`config.mk`:
```
export PLATFORM = sky130hd
export DESIGN_NAME = ws2812_rx_decoder
export DESIGN_NICKNAME = d
export VERILOG_FILES = /design/src/rtl/ws2812_rx_decoder.sv
export SDC_FILE = /design/constraint.sdc
export NUM_CORES = 1
export LEC_CHECK = 0
export BUFFER_PORTS_ARGS = -buffer_cell sky130_fd_sc_hd__buf_2
export CAP_MARGIN = 20
export CORE_ASPECT_RATIO = 2
export CORE_UTILIZATION = 59
export DETAILED_ROUTE_END_ITERATION = 10
export PLACE_DENSITY = 0.85
export SETUP_SLACK_MARGIN = 0.3
export SLEW_MARGIN = 40
export SYNTH_ARGS = -nofsm -noshare
export SYNTH_HDL_FRONTEND = slang
export SYNTH_SLANG_ARGS = --single-unit
```
`constraint.sdc`:
```
create_clock -name clk -period 6.5 [get_ports clk]
set_clock_uncertainty 0.2 [all_clocks]
set_input_delay 0.975 -clock clk [delete_from_list [all_inputs] [get_ports clk]]
set_output_delay 0.975 -clock clk [all_outputs]
set_load 0.005 [all_outputs]
```
`src/rtl/ws2812_rx_decoder.sv`:
```
// WS2812 one-wire receiver: classifies high-pulse widths into bits, assembles 24-bit GRB words,
// tracks LED index per frame, detects the latch gap and reports malformed traffic.
module ws2812_rx_decoder #(
    parameter  int CLK_FREQ_HZ = 50_000_000,
    parameter  int T_BIT_NS    = 600,
    parameter  int T_MIN_NS    = 100,
    parameter  int T_MAXH_NS   = 5000,
    parameter  int T_RESET_NS  = 50000,
    parameter  int MAX_LEDS    = 64,
    localparam int IW          = (MAX_LEDS > 1) ? $clog2(MAX_LEDS) : 1
) (
    input  logic          clk,
    input  logic          rst_n,
    input  logic          din,
    output logic [23:0]   pix_data,
    output logic          pix_valid,
    output logic [IW-1:0] pix_index,
    output logic          frame_done,
    output logic          err_pulse,
    output logic          busy
);

    localparam int CYC_PER_US = CLK_FREQ_HZ / 1_000_000;
    localparam int THRESH_CYC = CYC_PER_US * T_BIT_NS   / 1000;
    localparam int MIN_CYC    = CYC_PER_US * T_MIN_NS   / 1000;
    localparam int MAXH_CYC   = CYC_PER_US * T_MAXH_NS  / 1000;
    localparam int RESET_CYC  = CYC_PER_US * T_RESET_NS / 1000;
    localparam int CW         = $clog2(RESET_CYC + 1);
    localparam int PW         = $clog2(MAX_LEDS + 1);

    localparam logic [CW-1:0] THRESH_C = CW'(THRESH_CYC);
    localparam logic [CW-1:0] MIN_C    = CW'(MIN_CYC);
    localparam logic [CW-1:0] MAXH_C   = CW'(MAXH_CYC);
    localparam logic [CW-1:0] RESET_C  = CW'(RESET_CYC);
    localparam logic [PW-1:0] MAX_C    = PW'(MAX_LEDS);

    typedef enum logic [1:0] {
        S_SYNC,
        S_IDLE,
        S_HIGH,
        S_LOW
    } state_t;

    state_t        r_state;
    logic          r_meta;
    logic          r_din_s;
    logic          r_din_d;
    logic [CW-1:0] r_cnt;
    logic [4:0]    r_bitcnt;
    logic [PW-1:0] r_pixcnt;
    logic [22:0]   r_shift;

    logic          w_rise;
    logic          w_fall;
    logic          w_bit;
    logic          w_last;
    logic [23:0]   w_word;
    logic [CW-1:0] w_cnt_inc;

    // Two-flop synchroniser plus one delayed copy for edge detection.
    always_ff @(posedge clk or negedge rst_n) begin
        if (!rst_n) begin
            r_meta  <= 1'b0;
            r_din_s <= 1'b0;
            r_din_d <= 1'b0;
        end else begin
            r_meta  <= din;
            r_din_s <= r_meta;
            r_din_d <= r_din_s;
        end
    end

    assign w_rise    = r_din_s & ~r_din_d;
    assign w_fall    = ~r_din_s & r_din_d;
    assign w_bit     = (r_cnt >= THRESH_C);
    assign w_last    = (r_bitcnt == 5'd23);
    assign w_word    = {r_shift, w_bit};
    assign w_cnt_inc = (r_cnt == RESET_C) ? r_cnt : r_cnt + CW'(1);

    // r_cnt holds the length of the current din_s level in cycles (1 on the edge cycle).
    always_ff @(posedge clk or negedge rst_n) begin
        if (!rst_n) begin
            r_state    <= S_SYNC;
            r_cnt      <= '0;
            r_bitcnt   <= '0;
            r_pixcnt   <= '0;
            r_shift    <= '0;
            pix_data   <= '0;
            pix_valid  <= 1'b0;
            pix_index  <= '0;
            frame_done <= 1'b0;
            err_pulse  <= 1'b0;
            busy       <= 1'b0;
        end else begin
            pix_valid  <= 1'b0;
            frame_done <= 1'b0;
            err_pulse  <= 1'b0;
            case (r_state)
                S_SYNC: begin
                    r_cnt <= r_din_s ? '0 : w_cnt_inc;
                    if (!r_din_s && (r_cnt == RESET_C)) begin
                        r_state <= S_IDLE;
                    end
                end
                S_IDLE: begin
                    if (w_rise) begin
                        r_state <= S_HIGH;
                        r_cnt   <= CW'(1);
                        busy    <= 1'b1;
                    end
                end
                S_HIGH: begin
                    r_cnt <= w_fall ? CW'(1) : w_cnt_inc;
                    if (w_fall && (r_cnt < MIN_C)) begin
                        err_pulse <= 1'b1;
                        r_state   <= S_SYNC;
                        busy      <= 1'b0;
                        r_cnt     <= '0;
                        r_bitcnt  <= '0;
                        r_pixcnt  <= '0;
                        r_shift   <= '0;
                    end else if (w_fall) begin
                        r_shift <= w_word[22:0];
                        r_state <= S_LOW;
                        if (w_last) begin
                            r_bitcnt <= '0;
                            if (r_pixcnt == MAX_C) begin
                                err_pulse <= 1'b1;
                            end else begin
                                pix_valid <= 1'b1;
                                pix_data  <= w_word;
                                pix_index <= r_pixcnt[IW-1:0];
                                r_pixcnt  <= r_pixcnt + PW'(1);
                            end
                        end else begin
                            r_bitcnt <= r_bitcnt + 5'd1;
                        end
                    end else if (r_cnt >= MAXH_C) begin
                        err_pulse <= 1'b1;
                        r_state   <= S_SYNC;
                        busy      <= 1'b0;
                        r_cnt     <= '0;
                        r_bitcnt  <= '0;
                        r_pixcnt  <= '0;
                        r_shift   <= '0;
                    end
                end
                S_LOW: begin
                    if (w_rise) begin
                        r_state <= S_HIGH;
                        r_cnt   <= CW'(1);
                    end else if (r_cnt == RESET_C) begin
                        err_pulse  <= (r_bitcnt != 5'd0);
                        frame_done <= (r_pixcnt != '0);
                        r_state    <= S_IDLE;
                        busy       <= 1'b0;
                        r_bitcnt   <= '0;
                        r_pixcnt   <= '0;
                        r_shift    <= '0;
                    end else begin
                        r_cnt <= w_cnt_inc;
                    end
                end
                default: begin
                    r_state <= S_SYNC;
                    busy    <= 1'b0;
                end
            endcase
        end
    end

endmodule
```
Yosys cells after proc, flatten, opt, wreduce, memory -nomap -nowiden
Cells that the tools add are included.
- bits in registers: 86
- output and inout bits: 34
- bitwise logic cells: 6
- magnitude comparators: 3
- $add $sub $neg: 3
- eq/ne operators: 17
- reductions and logical operators: 14
- multiplexer cells: 62
- operators by type and width (kind ; number):
    two-way mux 23 bit ; 5
    two-way mux 12 bit ; 9
    two-way mux 7 bit ; 7
    one-hot mux 12 bit (4 select lines) ; 1
    one-hot mux 23 bit (2 select lines) ; 1
    two-way mux 5 bit ; 6
    two-way mux 1 bit ; 21
    two-way mux 2 bit ; 7
    one-hot mux 7 bit (2 select lines) ; 1
    adder 12 x 1 -> 12 bit, second input constant ; 1
    == test 12 bit, second input constant ; 1
    greater-or-equal comparator 12 x 5 -> 1 bit, second input constant ; 1
    greater-or-equal comparator 12 x 8 -> 1 bit, second input constant ; 1
    less-than comparator 12 x 3 -> 1 bit, second input constant ; 1
    != test 3 bit, second input constant ; 4
    != test 4 bit, second input constant ; 3
    AND reduction 6 bit ; 2
    one-hot mux 5 bit (2 select lines) ; 1
    != test 2 bit, second input constant ; 4
    one-hot mux 2 bit (4 select lines) ; 1
    AND reduction 4 bit ; 2
    adder 7 x 1 -> 7 bit, second input constant ; 1
    == test 7 bit, second input constant ; 1
    nonzero test 7 bit ; 1
    other kinds (16) ; 22

Logic depth before layout (Yosys ltp)
Gate-level depths: netlist of run 1.
- word-level depth: 7
- gate-level depth with buffers: 9
- gate-level depth less buffers: 7

Worst setup path before layout of run 1
OpenSTA, ideal clock, no wires.
- kind: register -> register
- start: reg r_cnt[0]
- end: reg pix_data[10]
- arrival time: 1.869 ns
- cell stages (with the launch flop): 8
- setup slack: 4.306 ns
- period minus slack after synthesis: 2.194 ns
- path through: dfrtp_1 inv_1 ha_1 o2111a_2 nor3_4 nand2_2 buf_4 mux2_2
- longest elaborated chain between the ends: 4
- RTL lines (element ; RTL line ; source):
    start: declaration ; 48 ; logic [CW-1:0] r_cnt;
    start signal: assignment ; 100 ; r_cnt <= r_din_s ? '0 : w_cnt_inc;
    start signal: assignment ; 113 ; r_cnt <= w_fall ? CW'(1) : w_cnt_inc;
    start signal: assignment ; 161 ; r_cnt <= w_cnt_inc;
    less-than comparator 12 x 3 -> 1 bit ; 114 ; if (w_fall && (r_cnt < MIN_C)) begin
    logical AND 1 bit ; 114 ;
    inverter 1 bit (no source line) ; n/a ;
    AND reduction 5 bit (no source line) ; n/a ;
    end signal: assignment ; 131 ; pix_data <= w_word;
    end: declaration ; 15 ; output logic [23:0] pix_data,
No other way between the ends.
A chain may end at the register's enable or synchronous reset.

Worst setup path after layout of run 1
- start: reg r_cnt[1]
- end: reg pix_data[20]
Same word-level chain as after synthesis.

==> summary.md, run 1 <==
| Metric | Value |
|---|---|
| Die Area | `7129 um^2` |
| Final Max Tran Viols | `0` |
| WP buf/inv | `1` |
| Total negative slack | `0 ps` |
| Slew HR | `46.99%` |
| RSZ-0062 raised after global routing | `no` |
| Synth Flop Type | `dfrtp_1` |
| # setup viols final | `0` |
| RePlAce Congestion | `0.9311` |
| Cell taking the most area after synthesis | `dfrtp_1` |
| Syn Nets | `400` |
| CTS clk-pin slew, worst paths | `60 ps` |
| Result of the run | `completed` |
| Remaining DRCs | `0` |
| Worst path max stage delay | `550 ps` |
| Top routing layer used | `met4` |
| Layout cells sized above 1 | `22.25%` |
| Startpoint Class | `flip-flop` |
| CTS tree | `done` |
| Total GRT Usage | `26.14%` |
| Most common cell in the netlist | `dfrtp_1` |
| Core area | `6569 um^2` |
| Vias after detailed routing | `3040` |
| # Post-CTS Setup Buffers | `0` |
| Resize count post-CTS | `0` |
| Cell breakdown of the critical path | `inv_1, ha_1, o2111a_2, nor3_4, nand2_2, mux2_2` |
| Sequential share of the synthesized area | `53.83%` |
| CTS Buf Count | `9` |
| Antenna diode count | `0` |
| Mapped Cells | `389` |
| Crit Path Class | `flip-flop to flip-flop` |
| Critical path's slowest cell | `nand2_2` |
| Synth top area share | `53.83%` |
| Worst VDD drop | `0.1558 mV` |
| CTS Sinks | `86` |
| CP Max Fanout | `34` |
| DRT Pass-1 Iters | `5` |
| Clk buf depth | `2` |
| Area growth syn-to-layout | `13.71%` |
| Die Wd | `60.21 um` |
| Met2 routed WL | `4.613 mm` |
| Distinct cells, synth | `49` |
| Tmin final | `2776 ps` |
| Slew @ Worst Pin | `792.4 ps` |
| Synth warn | `0` |
| Top cells by count, synth | `dfrtp_1, nand2_1, o21ai_0, mux2_2, nor2_1` |
| First-pass GRT wire length | `13.88 mm` |
| Initial antenna violation count | `0` |
| Avg Inst Size Synth | `10.28 um^2` |
| H-tree levels | `3` |
| Worst-Skew Late Latency | `340 ps` |
| Root Driver | `clkbuf_16` |
| Hold slack | `151.4 ps` |
| Fill count | `469` |
| Max frequency | `360.3 MHz` |
| Vias in the first global route | `2947` |
| EDFF count, synth | `0` |
| CTS Hold Bufs | `0` |
| ANT nets after route | `0` |
| Hold Path Class | `flip-flop to flip-flop` |
| Gr ovfl total | `0` |
| Die Span Y | `118.4 um` |
| Initial core utilization | `60.86%` |
| WL final | `8.244 mm` |
| Worst EP required | `6520 ps` |
| CP Capture Type | `flip-flop` |
| Pwr dens | `240.7 nW/um^2` |
| Data arrival, critical path | `2790 ps` |
| Post-detail-place hpwl | `5.528 mm` |
| DR WL met3 | `281 um` |
| Post-DR wirelength/cell | `16.01 um` |
| Number of top-level pins | `37` |
| Area occupied by multi-input gates | `1712 um^2` |
| Crit path max-delay family | `simple AND/OR/NAND/NOR gates` |
| Tcrit/Tclk final | `42.71%` |
| Register bit total from synthesis | `86` |
| Final Net Count | `433` |
| Pleak | `2.105 nW` |
| Reg2reg setup slack | `3720 ps` |
| FF+latch area | `2152 um^2` |
| Synth top area cells | `dfrtp_1, mux2_2, nand2_1` |
| Row cnt | `42` |
| Synth Cell Area | `3998 um^2` |
| Max-Cap Viols | `0` |
| Vias per inst | `5.903` |
| M1 WL | `3.069 mm` |
| IO Port Bufs | `36` |
| Util after Layout | `69.20%` |
| Largest net degree at the start of global routing | `87` |
| Asr flop ratio synth | `100.0%` |
| 1st-iter DRT viols | `247` |
| Final hold vios | `0` |
where the power goes:
| part | switching [mW] | total (mW) | internal, mW |
|---|---|---|---|
| Sequential | 0.00415 | 0.542 | 0.538 |
| Combinational | 0.0208 | 0.0278 | 0.00703 |
| Clock | 0.204 | 0.524 | 0.320 |
| Total | 0.229 | 1.09 | 0.865 |
final timing paths:
path                                     end  depth (start not counted)  startpoint
worst min-delay path                 r_din_s                          0      r_meta
worst max-delay path            pix_data[20]                          6    r_cnt[1]
worst min register to register       r_din_s                          0      r_meta
worst max register to register  pix_data[20]                          6    r_cnt[1]
min in group asynchronous        pix_data[8]                          1       rst_n
max in group asynchronous        r_shift[11]                          1       rst_n
per-stage QoR:
| stage | cells | cell area [um^2] | total power, mW | setup slack (ps) |
|---|---|---|---|---|
| 2_1_floorplan | 389 | 3998 | 0.5643 | 4307 |
| 3_3_place_gp | 499 | 4228 | 0.5790 | 3817 |
| 3_5_place_dp | 499 | 4232 | 0.5802 | 3720 |
| 4_1_cts | 515 | 4543 | 1.105 | 3725 |
| 5_1_grt | 515 | 4546 | 1.128 | 3570 |
| 6_report | 515 | 4546 | 1.094 | 3724 |
flip-flops by register name, indices dropped and copies added, names as in the netlist:
| signal | count |
|---|---|
| r_bitcnt | 5 |
| pix_valid | 1 |
| err_pulse | 1 |
| r_din_s | 1 |
| r_shift | 23 |
| pix_data | 24 |
| r_pixcnt | 7 |
| r_state | 2 |
| busy | 1 |
| r_cnt | 12 |
| r_meta | 1 |
| frame_done | 1 |
| r_din_d | 1 |
| pix_index | 6 |
cells in the final DEF, fill, tap and decap left out, drive strengths merged, types with 3 or more instances in the layout:
master  netlist  layout
a21oi        11      11
buf          10      38
clkbuf        7      13
dfrtp        86      86
ha            8       8
inv          13      13
mux2         30      30
nand2        71      71
nand2b        4       4
nand3        12      12
nand3b        3       3
nand4b        3       3
nor2         24      24
nor2b         3       3
nor3         12      12
nor4          4       4
o21a          3       3
o21ai        43      43
or4           4       4
xnor2         8       8
metal layers:
layer | GRT usage, % | up-vias
li1 | - | 1420
met1 | 29.64 | 1505
met2 | 44.30 | 93
met3 | 5.361 | 22
met4 | 12.94 | 0
met5 | 0 | -
logic make-up after synthesis:
kind of cell | count (synthesis) | synth area share [%]
buffers and inverters | 30 | 3.349
AO/OA/AOI/OAI | 77 | 11.74
AND/OR/NAND/NOR | 148 | 17.87
multiplexers | 32 | 8.951
XOR/XNOR | 8 | 1.753
adder cells (fa/ha/maj) | 8 | 2.504
flip-flops | 86 | 53.83
cell type report:
cell class                      instances  area share [%]
Clock inverter                          4           1.211
Clock buffer                           12           5.643
Sequential cell                        86           47.34
Inverter                               13           1.073
Multi-Input combinational cell        273           37.65
Tap cell                               88           2.422
Timing Repair Buffer                   39           4.652
Power figures use the tool's default switching activity.
==> run 2: changes to the inputs <==
Clock period 6.5 ns to 2.6 ns, I/O delays scaled along.
==> run 2 against run 1 <==
  * Fmax grew 23%
  * Utilization is 3.5 points higher
  * Critical path depth grew 1
  * Sequential share of layout area shrank 2.2 points
  * Critical path type unchanged
  * Largest cell class unchanged
==> summary.md, run 2 (same netlist as run 1, synthesis figures left out) <==
| Metric | Value |
|---|---|
| Result of the run | `completed (unchanged)` |
| Hold Crit Depth | `0 (unchanged)` |
| GR Util met1 | `28.94% (was 29.64%)` |
| Die Area | `7129 um^2 (unchanged)` |
| Slew @ Worst Pin | `631.5 ps (was 792.4 ps)` |
| CTS tree | `done (unchanged)` |
| Post-detail-place hpwl | `5.748 mm (was 5.528 mm)` |
| Worst VDD drop | `0.4057 mV (was 0.1558 mV)` |
| Max reg flops | `24 (unchanged)` |
| Gr busiest metal | `met2 (unchanged)` |
| Vias after detailed routing | `3172 (was 3040)` |
| Worst r2r path cells | `7 (was 6)` |
| Die Wd | `60.21 um (unchanged)` |
| Crit path max-delay family | `simple AND/OR/NAND/NOR gates (unchanged)` |
| Max frequency | `442.2 MHz (was 360.3 MHz)` |
| Number of top-level pins | `37 (unchanged)` |
| First-pass GRT wire length | `13.88 mm (about the same)` |
| # setup viols final | `0 (unchanged)` |
| Hold_sp | `r_meta (unchanged)` |
| Vias per inst | `5.929 (was 5.903)` |
| WL final | `8.911 mm (was 8.244 mm)` |
| Die Span Y | `118.4 um (unchanged)` |
| Most frequent cells in the layout | `dfrtp_1, nand2_1, o21ai_0 (unchanged)` |
| Tmin final | `2261 ps (was 2776 ps)` |
| Fill count | `441 (was 469)` |
| Biggest register | `pix_data (unchanged)` |
| Final Max Tran Viols | `0 (unchanged)` |
| Worst-Skew Late Latency | `340 ps (about the same)` |
| Final hold vios | `0 (unchanged)` |
| Combinational share of power | `2.9% (was 2.5%)` |
| Remaining DRCs | `0 (unchanged)` |
| Reg2reg setup slack | `340 ps (was 3720 ps)` |
| R2R Path Start | `r_cnt[10] (was r_cnt[1])` |
| Sw Ratio | `21.32% (was 20.96%)` |
| Max-Cap Viols | `0 (unchanged)` |
| Met2 Track Usage GR | `44.51% (was 44.30%)` |
| Area growth syn-to-layout | `19.50% (was 13.71%)` |
| Area after DPL | `4333 um^2 (was 4232 um^2)` |
| Crit Path Class | `flip-flop to flip-flop (unchanged)` |
| Total GRT Usage | `26.17% (was 26.14%)` |
| RePlAce Congestion | `0.9316 (was 0.9311)` |
| Crit path from | `r_cnt[10] (was r_cnt[1])` |
| RSZ-0062 raised after global routing | `no (unchanged)` |
| Largest regs | `pix_data x24, r_shift x23, r_cnt x12 (unchanged)` |
| Final cell count without fillers | `535 (was 515)` |
| ANT nets after route | `0 (unchanged)` |
| Finished layout cell area | `4777 um^2 (was 4546 um^2)` |
| Clk buf depth | `2 (unchanged)` |
| IO Port Bufs | `36 (unchanged)` |
| Core area | `6569 um^2 (unchanged)` |
| Critical path's slowest cell | `or4_4 (was nand2_2)` |
| CTS clk-pin slew, worst paths | `60 ps (about the same)` |
| Worst path max stage delay | `570 ps (was 550 ps)` |
| Pleak | `2.226 nW (was 2.105 nW)` |
| Gr ovfl total | `0 (unchanged)` |
| Post-Place Setup Slack | `244.5 ps (was 3720 ps)` |
| Hold slack | `151.3 ps (was 151.4 ps)` |
| CP Max Fanout | `29 (was 34)` |
| Hold Path Class | `flip-flop to flip-flop (unchanged)` |
| Worst flop-to-flop path endpoint | `r_shift[6] (was pix_data[20])` |
| Antenna diode count | `0 (unchanged)` |
| Data arrival, critical path | `2270 ps (was 2790 ps)` |
| Vias in the first global route | `3022 (was 2947)` |
| Int Pwr | `2.169 mW (was 0.8647 mW)` |
| WP buf/inv | `2 (was 1)` |
| CTS Sinks | `86 (unchanged)` |
| P_sw | `0.5877 mW (was 0.2293 mW)` |
| Total negative slack | `0 ps (unchanged)` |
| Root Driver | `clkbuf_16 (unchanged)` |
| Commonest non-fill, non-tap cell in the layout | `dfrtp_1 (unchanged)` |
| Tcrit/Tclk final | `86.97% (was 42.71%)` |
| GR Layer Usage met3 | `4.814% (was 5.361%)` |
| Final Net Count | `453 (was 433)` |
| Post-DR wirelength/cell | `16.66 um (was 16.01 um)` |
| Worst EP required | `2610 ps (was 6520 ps)` |
| Initial antenna violation count | `0 (unchanged)` |
| Clock share of power | `48.0% (was 47.9%)` |
| Startpoint Class | `flip-flop (unchanged)` |
| Final worst slack | `338.8 ps (was 3724 ps)` |
| Placed cell count | `508 (was 499)` |
| Cell breakdown of the critical path | `or4_4, nor3_4, a22oi_2, buf_4, clkbuf_16, nand2_1, o21ai_0 (was inv_1, ha_1, o2111a_2, nor3_4, nand2_2, mux2_2)` |
| Layout cells sized above 1 | `26.40% (was 22.25%)` |
| Largest net degree at the start of global routing | `60 (was 87)` |
| 1st-iter DRT viols | `205 (was 247)` |
| H-tree levels | `3 (unchanged)` |
| DRT Pass-1 Iters | `4 (was 5)` |
| CP Capture Type | `flip-flop (unchanged)` |
| CTS Buf Count | `9 (unchanged)` |
| Hold endpoint | `r_din_s (unchanged)` |
| Sequential share of power | `49.1% (was 49.5%)` |
| Levels on crit path | `7 (was 6)` |
| Slew HR | `57.74% (was 46.99%)` |
| Pwr dens | `577.0 nW/um^2 (was 240.7 nW/um^2)` |
| Row cnt | `42 (unchanged)` |
| Initial core utilization | `60.86% (unchanged)` |
## run 2: cell types whose count changed in the layout (fill, tap and decap cells not counted), moves of 2 or more
cell	before	now
buf_12	0	3
buf_4	3	18
clkinv_4	2	0
dfrtp_1	86	84
dfrtp_2	0	2
dlygate4sd3_1	0	2
## run 2: how the worst max path moves through the flow
stage	end	slack, ps
after floorplan	pix_data[10]	410
after global placement	pix_index[1]	310
after detailed placement	pix_index[1]	240
after CTS	pix_index[1]	280
after global routing	r_shift[21]	250
final	r_shift[6]	340
## run 2: final cells by class
cell class                 count  area, um^2  area share (%)
clock buffer                  12       256.5           5.369
inverter                      13       48.80           1.021
tap                           88       110.1           2.305
multi-input combinational    273        1738           36.38
timing repair buffer          59       415.4           8.696
sequential                    86        2155           45.10
clock inverter                 4       53.80           1.126
## run 2: power by group through the flow
stage | Combinational, mW | Clock (mW) | Sequential (mW)
after floorplan | 0.0357 | 0 | 1.38
after global placement | 0.0745 | 0 | 1.38
after detailed placement | 0.0766 | 0 | 1.38
after CTS | 0.0795 | 1.33 | 1.35
after global routing | 0.0912 | 1.39 | 1.35
final | 0.0795 | 1.32 | 1.35
## run 2: repair_timing
action,in CTS,in global routing
setup endpoints to repair,31,48
endpoints found under the hold margin,48,0
gates cloned,0,1
gates resized for setup,1,7
hold buffers,2,0
buffers inserted,1,7
pin swaps,1,5
## run 2: routing by layer
metal  vias to the layer above  part of all wire [%]
met3                        23                   2.7
met2                        83                    56
met4                         0                   3.8
met5                         -                     0
met1                      1607                    37
li1                       1459                     -
## run 2: metrics by stage
| stage | total power, mW | util, % |
|---|---|---|
| floorplan | 1.411 | - |
| global placement | 1.452 | 65.96 |
| detailed placement | 1.455 | 65.96 |
| CTS | 2.761 | 71.20 |
| global route | 2.835 | 72.72 |
| finish | 2.757 | 72.72 |
